**src/rtl/baccarat_deal_ctrl.sv**
```systemverilog
// Round sequencer for one baccarat hand: deal strobes, third-card rules,
// registered win/tie lights and saturating round tallies.
//
// state    | meaning
// ---------+----------------------------------------------
// S_P1     | deal player card 1
// S_D1     | deal banker card 1
// S_P2     | deal player card 2
// S_D2     | deal banker card 2
// S_CHECK  | naturals / player third-card decision
// S_P3     | deal player card 3
// S_BDEC   | banker decision against player's third card
// S_D3     | deal banker card 3
// S_RESULT | compare scores, latch lights, bump tally
// S_DONE   | hold result until new_round
module baccarat_deal_ctrl #(
  parameter int CNT_W = 8
) (
  input  logic             slow_clock,
  input  logic             reset,
  input  logic             step,
  input  logic             new_round,
  input  logic [3:0]       pscore,
  input  logic [3:0]       dscore,
  input  logic [3:0]       pcard3,
  output logic             load_pcard1,
  output logic             load_pcard2,
  output logic             load_pcard3,
  output logic             load_dcard1,
  output logic             load_dcard2,
  output logic             load_dcard3,
  output logic             clear_hand,
  output logic             player_win_light,
  output logic             dealer_win_light,
  output logic             done,
  output logic [CNT_W-1:0] player_wins,
  output logic [CNT_W-1:0] dealer_wins,
  output logic [CNT_W-1:0] ties
);

  typedef enum logic [3:0] {
    S_P1, S_D1, S_P2, S_D2, S_CHECK, S_P3, S_BDEC, S_D3, S_RESULT, S_DONE
  } state_t;

  localparam logic [CNT_W-1:0] CNT_ONE = CNT_W'(1);
  localparam logic [CNT_W-1:0] CNT_MAX = '1;

  state_t           r_state;
  state_t           w_next;
  logic             w_adv;
  logic [3:0]       w_pc3_val;
  logic             w_banker_draws;
  logic             r_plight;
  logic             r_dlight;
  logic [CNT_W-1:0] r_pwins;
  logic [CNT_W-1:0] r_dwins;
  logic [CNT_W-1:0] r_ties;

  // Strobes are suppressed while reset is held so no card register loads.
  assign w_adv = step & ~reset;

  // Face cards and tens count zero toward the banker tableau.
  assign w_pc3_val = (pcard3 <= 4'd9) ? pcard3 : 4'd0;

  always_comb begin
    w_banker_draws = 1'b0;
    case (dscore)
      4'd0, 4'd1, 4'd2: w_banker_draws = 1'b1;
      4'd3:             w_banker_draws = (w_pc3_val != 4'd8);
      4'd4:             w_banker_draws = (w_pc3_val >= 4'd2) && (w_pc3_val <= 4'd7);
      4'd5:             w_banker_draws = (w_pc3_val >= 4'd4) && (w_pc3_val <= 4'd7);
      4'd6:             w_banker_draws = (w_pc3_val >= 4'd6) && (w_pc3_val <= 4'd7);
      default:          w_banker_draws = 1'b0;
    endcase
  end

  always_ff @(posedge slow_clock or posedge reset) begin
    if (reset) begin
      r_state <= S_P1;
    end else if (step) begin
      r_state <= w_next;
    end
  end

  always_comb begin
    w_next      = r_state;
    load_pcard1 = 1'b0;
    load_pcard2 = 1'b0;
    load_pcard3 = 1'b0;
    load_dcard1 = 1'b0;
    load_dcard2 = 1'b0;
    load_dcard3 = 1'b0;
    clear_hand  = 1'b0;
    done        = 1'b0;
    case (r_state)
      S_P1: begin
        load_pcard1 = w_adv;
        w_next      = S_D1;
      end
      S_D1: begin
        load_dcard1 = w_adv;
        w_next      = S_P2;
      end
      S_P2: begin
        load_pcard2 = w_adv;
        w_next      = S_D2;
      end
      S_D2: begin
        load_dcard2 = w_adv;
        w_next      = S_CHECK;
      end
      S_CHECK: begin
        if ((pscore >= 4'd8) || (dscore >= 4'd8)) begin
          w_next = S_RESULT;
        end else if (pscore <= 4'd5) begin
          w_next = S_P3;
        end else if (dscore <= 4'd5) begin
          w_next = S_D3;
        end else begin
          w_next = S_RESULT;
        end
      end
      S_P3: begin
        load_pcard3 = w_adv;
        w_next      = S_BDEC;
      end
      S_BDEC: begin
        w_next = w_banker_draws ? S_D3 : S_RESULT;
      end
      S_D3: begin
        load_dcard3 = w_adv;
        w_next      = S_RESULT;
      end
      S_RESULT: begin
        w_next = S_DONE;
      end
      S_DONE: begin
        done       = 1'b1;
        clear_hand = w_adv & new_round;
        w_next     = new_round ? S_P1 : S_DONE;
      end
      default: begin
        w_next = S_P1;
      end
    endcase
  end

  always_ff @(posedge slow_clock or posedge reset) begin
    if (reset) begin
      r_plight <= 1'b0;
      r_dlight <= 1'b0;
      r_pwins  <= '0;
      r_dwins  <= '0;
      r_ties   <= '0;
    end else if (step) begin
      if (r_state == S_RESULT) begin
        if (pscore > dscore) begin
          r_plight <= 1'b1;
          if (r_pwins != CNT_MAX) r_pwins <= r_pwins + CNT_ONE;
        end else if (dscore > pscore) begin
          r_dlight <= 1'b1;
          if (r_dwins != CNT_MAX) r_dwins <= r_dwins + CNT_ONE;
        end else begin
          r_plight <= 1'b1;
          r_dlight <= 1'b1;
          if (r_ties != CNT_MAX) r_ties <= r_ties + CNT_ONE;
        end
      end else if ((r_state == S_DONE) && new_round) begin
        r_plight <= 1'b0;
        r_dlight <= 1'b0;
      end
    end
  end

  assign player_win_light = r_plight;
  assign dealer_win_light = r_dlight;
  assign player_wins      = r_pwins;
  assign dealer_wins      = r_dwins;
  assign ties             = r_ties;

endmodule
```
**config.mk**
```make
export PLATFORM = sky130hd
export DESIGN_NAME = baccarat_deal_ctrl
export DESIGN_NICKNAME = d
export VERILOG_FILES = /design/src/rtl/baccarat_deal_ctrl.sv
export SDC_FILE = /design/constraint.sdc
export NUM_CORES = 1
export LEC_CHECK = 0
export CORE_ASPECT_RATIO = 1.75
export CORE_MARGIN = 5
export CORE_UTILIZATION = 48
export DETAILED_ROUTE_END_ITERATION = 12
export GPL_TIMING_DRIVEN = 0
export PLACE_DENSITY_LB_ADDON = 0.05
export SYNTH_ARGS = -nofsm -noshare
export SYNTH_HDL_FRONTEND = slang
export SYNTH_SLANG_ARGS = --single-unit
```
**constraint.sdc**
```tcl
create_clock -name slow_clock -period 2.42 [get_ports slow_clock]
set_input_delay 0.605 -clock slow_clock [delete_from_list [all_inputs] [get_ports slow_clock]]
set_output_delay 0.605 -clock slow_clock [all_outputs]
set_load 0.02 [all_outputs]
```
Word-level counts from Yosys, hierarchy flattened
Index checks and enable logic that the tools add are counted.
{"block": "totals", "register_bits": 30}
{"block": "classes", "add_sub_neg": 3, "n_lt_le_gt_ge": 11, "n_eq_ne": 21, "mux": 22, "bitwise": 5, "n_reduce_logical": 14}
{"operator": "4-bit case mux with 10 select lines", "n": 1}
{"operator": "4-bit by 3-bit == test with 1-bit output (second input constant)", "n": 7}
{"operator": "8-bit by 1-bit adder with 8-bit output (second input constant)", "n": 3}
{"operator": "4-bit two-way mux", "n": 6}
{"operator": "8-bit inequality test (second input constant)", "n": 3}
{"operator": "4-bit by 2-bit == test with 1-bit output (second input constant)", "n": 4}
{"operator": "1-bit two-way mux", "n": 14}
{"operator": "4-bit by 3-bit less-or-equal comparator with 1-bit output (second input constant)", "n": 3}
{"operator": "5-bit AND reduction", "n": 2}
{"operator": "4-bit by 1-bit == test with 1-bit output (second input constant)", "n": 2}
{"operator": "4-bit == test (second input constant)", "n": 2}
{"operator": "4-bit by 3-bit greater-or-equal comparator with 1-bit output (second input constant)", "n": 2}
{"operator": "4-bit greater-or-equal comparator (second input constant)", "n": 2}
{"operator": "4-bit > comparator", "n": 2}
{"operator": "4-bit logical NOT", "n": 2}
{"operator": "3-bit AND reduction", "n": 2}
{"operator": "1-bit case mux with 5 select lines", "n": 1}
{"operator": "4-bit by 2-bit greater-or-equal comparator with 1-bit output (second input constant)", "n": 1}
{"operator": "4-bit less-or-equal comparator (second input constant)", "n": 1}
{"operator": "1-bit logical AND", "n": 4}
{"operator": "4-bit inequality test (second input constant)", "n": 1}
{"operator": "4-bit AND reduction", "n": 1}
{"operator": "3-bit inequality test (second input constant)", "n": 1}
{"operator": "1-bit inverter", "n": 3}
{"operator": "5 further kinds", "n": 6}

Logic depth before layout (Yosys ltp)
Gate-level depths: netlist (run 1).
{"block": "depth", "depth_word": 7, "ltp_mapped": 8}

Worst setup path after synthesis (run 1)
No wires, ideal clock.
{"block": "synth_timing", "kind": "register to output", "start": "reg r_state[1]", "end": "out clear_hand", "arrival_ns": 1.748, "path_slack_ns": 0.067, "stages_incl_launch_ff": 6, "n_path_buf": 1, "path_cell_list": "dfrtp_1 clkbuf_1 inv_1 nand2_1 nor3b_1 and4_1"}
{"block": "synth_via", "elab_chain_len": 2}
{"item": "from (decl)", "line_no": "48", "source": "state_t r_state;"}
{"item": "from (signal assigned)", "line_no": "81", "source": "r_state <= w_next;"}
{"item": "4-bit == test", "line_no": "95", "source": "case (r_state)"}
{"item": "1-bit two-way mux", "line_no": "95"}
{"item": "to (decl)", "line_no": "32", "source": "output logic clear_hand,"}
Every way passes these cells.

Worst setup path in the final report (run 1)
{"block": "layout_timing", "start": "in reset", "end": "out load_pcard2"}
{"block": "layout_via", "elab_chain_len": 3}
{"item": "from (decl)", "line_no": "20", "source": "input logic reset,"}
{"item": "1-bit inverter", "line_no": "60", "source": "assign w_adv = step & ~reset;"}
{"item": "1-bit bitwise AND", "line_no": "60"}
{"item": "1-bit two-way mux", "line_no": "95"}
{"item": "to (decl)", "line_no": "27", "source": "output logic load_pcard2,"}
Every way passes these cells.

==> results of run 1 <==
==> cell families after synthesis <==
group | count (synthesis) | synth area share, %
and+or+nand+nor | 83 | 26.2
DFF | 30 | 41.4
buffers and inverters | 17 | 4.00
adders and majority gates | 7 | 4.83
xor gates and xnor gates | 21 | 10.2
muxes | 3 | 2.07
AOI/OAI and AO/OA | 26 | 11.3
==> worst register-to-register path, cell delays in order (launching register included) <==
cell,delay (ps)
dfrtp_1,520
nor4b_4,430
nand2_4,160
a21oi_4,250
buf_4,190
nand4_1,100
xnor2_1,140
==> metrics by stage <==
stage          power [mW]  worst slack (ps)  hold WS, ps  TNS, ps
2_1_floorplan        1.06              66.6          587        0
3_5_place_dp         1.30             -1160          469    -7830
6_report             1.74              44.7          484        0
3_3_place_gp         1.28             -1100          476    -7010
4_1_cts              1.73             -17.0          488    -49.0
5_1_grt              1.85             -20.7          517    -31.1
==> area by class of cell <==
type | count | area, µm² | share of cell area [%]
flip-flops and latches | 30 | 753 | 29.5
clock inverters | 2 | 12.5 | 0.490
clock buffers | 6 | 82.6 | 3.23
multi-input cells | 140 | 1070 | 41.8
inverters | 12 | 48.8 | 1.91
plain buffers | 3 | 21.3 | 0.833
well taps | 46 | 57.6 | 2.25
repair buffers | 53 | 504 | 19.7
repair inverters | 1 | 5.00 | 0.196
==> layer usage <==
layer | up-vias | wire, µm
met1 | 815 | 1700
li1 | 791 | -
met2 | 58 | 2610
met5 | - | 0
met4 | 0 | 107
met3 | 8 | 224
==> state kept, by name, indices dropped and copies added, names as in the netlist <==
signal and flops:
dealer_win_light 1, dealer_wins 8, player_win_light 1, player_wins 8
r_state 4, ties 8
==> final timing paths <==
check	depth (start not counted)	end	slack, ps
min in group asynchronous	3	player_wins[7]	650
max in group asynchronous	2	dealer_win_light	1380
worst max register to register	6	dealer_wins[5]	510
worst min register to register	1	dealer_win_light	480
worst max-delay path	4	load_pcard2	40
worst min-delay path	1	dealer_win_light	480
==> power groups by stage <==
| stage | logic [mW] | registers [mW] | clock network, mW |
|---|---|---|---|
| 3_5_place_dp | 0.636 | 0.667 | 0 |
| 5_1_grt | 0.681 | 0.711 | 0.463 |
| 6_report | 0.624 | 0.696 | 0.417 |
| 4_1_cts | 0.607 | 0.691 | 0.431 |
| 3_3_place_gp | 0.618 | 0.661 | 0 |
| 2_1_floorplan | 0.351 | 0.710 | 0 |
==> what timing repair did <==
action                                  in CTS  in global routing
gates resized for setup                     23                 19
pin swaps                                    1                  2
buffers inserted                             2                  2
gates cloned                                 1                  1
endpoints found under the setup margin      11                 21
==> layout by cell type, fill, tap and decap left out, types with 2 or more instances in the layout <==
cell,netlist,layout
a21o_1,2,2
a21oi_1,3,2
a31oi_1,2,2
and2_1,2,2
and3_1,8,8
buf_2,1,3
buf_4,0,5
clkbuf_2,0,2
clkbuf_8,0,6
clkdlybuf4s15_1,0,3
clkdlybuf4s50_1,0,37
clkinvlp_4,0,2
dfrtp_1,30,28
dfrtp_2,0,2
dlygate4sd2_1,0,3
dlymetal6s2s_1,0,2
ha_1,7,6
inv_1,12,11
mux2_2,2,2
nand2_1,13,12
nand2_2,1,2
nand2b_1,3,3
nand3_1,11,11
nand4_1,9,9
nor2_1,11,10
nor2b_1,4,3
nor3_1,8,8
nor4_2,0,2
o21ai_0,5,5
o22a_1,2,2
o31a_1,2,2
xnor2_1,14,14
xor2_1,7,7
==> reports/metrics.cfg, run 1 <==
[hold_path]
worstHoldStart = dealer_win_light
hold_path_class = reg -> reg

[cells_and_area]
final_cell_area_um2 = 2550
nNetsFinal = 269
num-fill-cells = 290
area_growth_pct = 41.0
fin_util_pct = 70.4
layoutNonFillerInstCount = 293
drive_above_1_share_pct = 17.8
diodes = 0

[synthesis]
synth-edff-count = 0
syn_area_um2 = 1810
synth_top_area_share_pct = 41.4
yosysSeqAreaShare_pct = 41.4
synth_flop_cell = dfrtp_1
synth_cells = 187
yosysWarnings = 0
syn_nets = 210
yosysMostFrequentCell = dfrtp_1
synthArstFlopShare_pct = 100
synth-seq-cells = 30
ys_types = 46
synth_area_leaders = dfrtp_1 41%, xnor2_1 6.8%, ha_1 4.8%
ys_top_cells_by_count = 30 x dfrtp_1, 14 x xnor2_1, 13 x nand2_1
synth_largest_area_cell = dfrtp_1
avgSynthCellArea_um2 = 9.69

[placed_design]
portBuffers = 48
gp_congestion = 0.889
dp.cells = 281
dpl.hpwl_um = 3350
place_area_um2 = 2350

[worst_setup_path]
worstPathMaxFanout = 5
cp_top_family = buffers and inverters
cp_slowest_cell = or3_4
crit_type = in -> out
cp-start-kind = input port
regToRegStartpoint = r_state[0]
cp_slowest_stage_delay_ps = 430
worst_setup_path_end_kind = output pin
path_cells = dlygate4sd2_1 > or3_4 > nor2_1 > clkdlybuf4s15_1
path_buf_inv = 2
required_ps = 1810
crit_arrival_ps = 1770
crit_start = reset

[global_route]
grt.busiest_layer = met2
grt_remaining_overflow = 0
grt_max_degree = 16
grtUsageTotal_pct = 18.3
grt_pass1_wl_um = 7530
gr-usage-met1_pct = 19.6
grt.met3_usage_pct = 4.40
grt_pass1_vias = 1661
antenna_found_initial = 0
use_met2_pct = 32.6

[clocking]
path_clk_slew_ps = 60
cts_made_buffers = 5
clk_path_buf_depth = 2
clock_sinks = 30
cts_tree = built
ctsHoldBuffers = 0
cts_max_level = 2
cts-root-buf = clkbuf_8
clock_latency_ps = 280

[pwr]
p_int_mw = 1.10
ir_drop_mv = 0.841
seqPwrFrac_pct = 40.1
p_leak_nw = 1.15
clockPowerShare_pct = 24.0
power_density_nw_per_um2 = 681
p_sw_uw = 639
switching_share_pct = 36.8
p_comb_share_pct = 35.9

[sta]
tightest_slew_ps = 674
hold_violations = 0
post-route-period-util_pct = 98.2
period_needed_ps = 2380
final-setup-viol-count = 0
slew_headroom_pct = 54.8
grt_setup_unrepaired = true
drv_slew = 0
fmax_ghz = 0.421
fin_skew_ps = 8.32

[routing]
wire_per_inst_um = 15.8
drtAntennaViolNets = 0
totalWireLength_um = 4640
firstDrtPassIters = 5
drc = 0
vias_per_cell = 5.71
drt_iter0_markers = 65
vias = 1672

[floorplanning]
pin_count = 50
row_count = 29
start_util_pct = 49.9
die_x_um = 56.4
fp.dieH_um = 91.3
dieArea_um2 = 5150
core_area_um2 = 3630

[run_status]
outcome = complete, no violations

[flow_run]
cap_viol_max_count = 0

Note: power is estimated with default switching activity, not from simulation.
==> run 2, diff against run 1 <==
RECOVER_POWER = 100   (was unset)
==> reports/metrics.cfg, run 2 (same netlist as run 1, synthesis figures left out) <==
[worst_setup_path]
crit_type = in -> reg
worstPathMaxFanout = 7
crit_arrival_ps = 2530
required_ps = 2580
cp-start-kind = input port
worst_setup_path_end_kind = register

[floorplanning]
fp.dieH_um = 91.3
dieArea_um2 = 5150
die_x_um = 56.4
start_util_pct = 49.9
row_count = 29
pin_count = 50
core_area_um2 = 3630

[cells_and_area]
layout_commonest_cell = dfrtp_1
num-fill-cells = 292
fin_util_pct = 70.1
drive_above_1_share_pct = 17.0
area_growth_pct = 40.5
layoutNonFillerInstCount = 293
nNetsFinal = 269
diodes = 0
mostFrequentLayoutCells = 28 x dfrtp_1, 27 x dlygate4sd3_1, 14 x xnor2_1

[placed_design]
dp.cells = 281
portBuffers = 48
gp_congestion = 0.889
dpl.hpwl_um = 3350

[global_route]
grt_remaining_overflow = 0
grt_max_degree = 16
grt_pass1_wl_um = 7530
antenna_found_initial = 0
grtUsageTotal_pct = 18.3
grt_pass1_vias = 1661

[pwr]
ir_drop_mv = 0.828
power_density_nw_per_um2 = 675
p_leak_nw = 1.23
finalPower_mw = 1.72

[flow_run]
cap_viol_max_count = 0

[clocking]
path_clk_slew_ps = 60
cts_max_level = 2
cts_tree = built
clk_path_buf_depth = 2
cts_made_buffers = 5
cts-root-buf = clkbuf_8
clock_sinks = 30
clock_latency_ps = 280

[sta]
post-route-period-util_pct = 97.9
fmax_ghz = 0.422
period_needed_ps = 2370
slew_headroom_pct = 41.0
drv_slew = 0
hold_violations = 0
grt_setup_unrepaired = true
tightest_slew_ps = 885
fin_skew_ps = 8.24
whs_ps = 478
final-setup-viol-count = 0
fin_tns_setup_ps = 0

[run_status]
outcome = complete, no violations

[routing]
vias = 1651
drt_iter0_markers = 52
vias_per_cell = 5.63
drc = 0
wire_per_inst_um = 15.9
totalWireLength_um = 4650
firstDrtPassIters = 4
drtAntennaViolNets = 0

[hold_path]
hold_path_class = reg -> reg

run 2: cell types whose count changed in the layout (fill, tap and decap cells not counted):
cell,before,now
clkbuf_1,0,1
dlygate4sd3_1,0,27
buf_4,5,4
clkinvlp_2,1,2
nand2_2,2,1
clkdlybuf4s50_1,37,10
nand2_1,12,13
clkinvlp_4,2,1
run 2: path summary, 6_finish.rpt:
check	from	endpoint	slack, ps	cells past startpoint
max	pscore[2]	ties[1]	50	7
min	dealer_win_light	dealer_win_light	480	1
max reg2reg	r_state[0]	dealer_wins[1]	480	5
min reg2reg	dealer_win_light	dealer_win_light	480	1
max in group asynchronous	reset	r_state[2]	910	3
min in group asynchronous	reset	dealer_wins[5]	660	2
run 2: metrics by stage:
step                instance area, µm²  setup WS (ps)
finish                            2540           50.1
global route                      2540          -19.7
CTS                               2480          -17.0
detailed placement                2350          -1160
global placement                  2350          -1100
floorplan                         1810           66.6
run 2: timing repair:
item | 4_1_cts | 5_1_grt
gates cloned | 1 | 1
setup endpoints to repair | 11 | 21
setup buffers | 2 | 2
hold buffers | 0 | 0
pin swaps | 1 | 2
gates resized for setup | 23 | 19
run 2: per-layer routing:
metal,global-route usage (%),routed length [µm],vias to the layer above
li1,-,-,786
met1,19.6,1740,808
met2,32.6,2560,49
met3,4.40,236,8
met4,8.71,116,0
met5,0,0,-
run 2: worst max-delay path, stage by stage:
cell and delay (ps):
clkdlybuf4s50_1 520, inv_1 60, ha_1 340, nand4_1 250, a41oi_4 380, nand2_2 110
mux2_2 280
run 2: where the power goes:
group          internal [mW]  total, mW  switching (mW)
registers              0.576      0.694           0.118
clock network          0.228      0.418           0.190
logic                  0.276      0.605           0.330
total                   1.08       1.72           0.638
run 2: layout make-up:
class / instances / area [µm²] / area share (%)
multi-input cells: 140 / 1070 / 41.9
flip-flops and latches: 30 / 753 / 29.6
repair buffers: 53 / 500 / 19.7
clock buffers: 6 / 82.6 / 3.24
well taps: 46 / 57.6 / 2.26
inverters: 12 / 46.3 / 1.82
plain buffers: 3 / 21.3 / 0.836
clock inverters: 2 / 12.5 / 0.492
repair inverters: 1 / 5.00 / 0.197
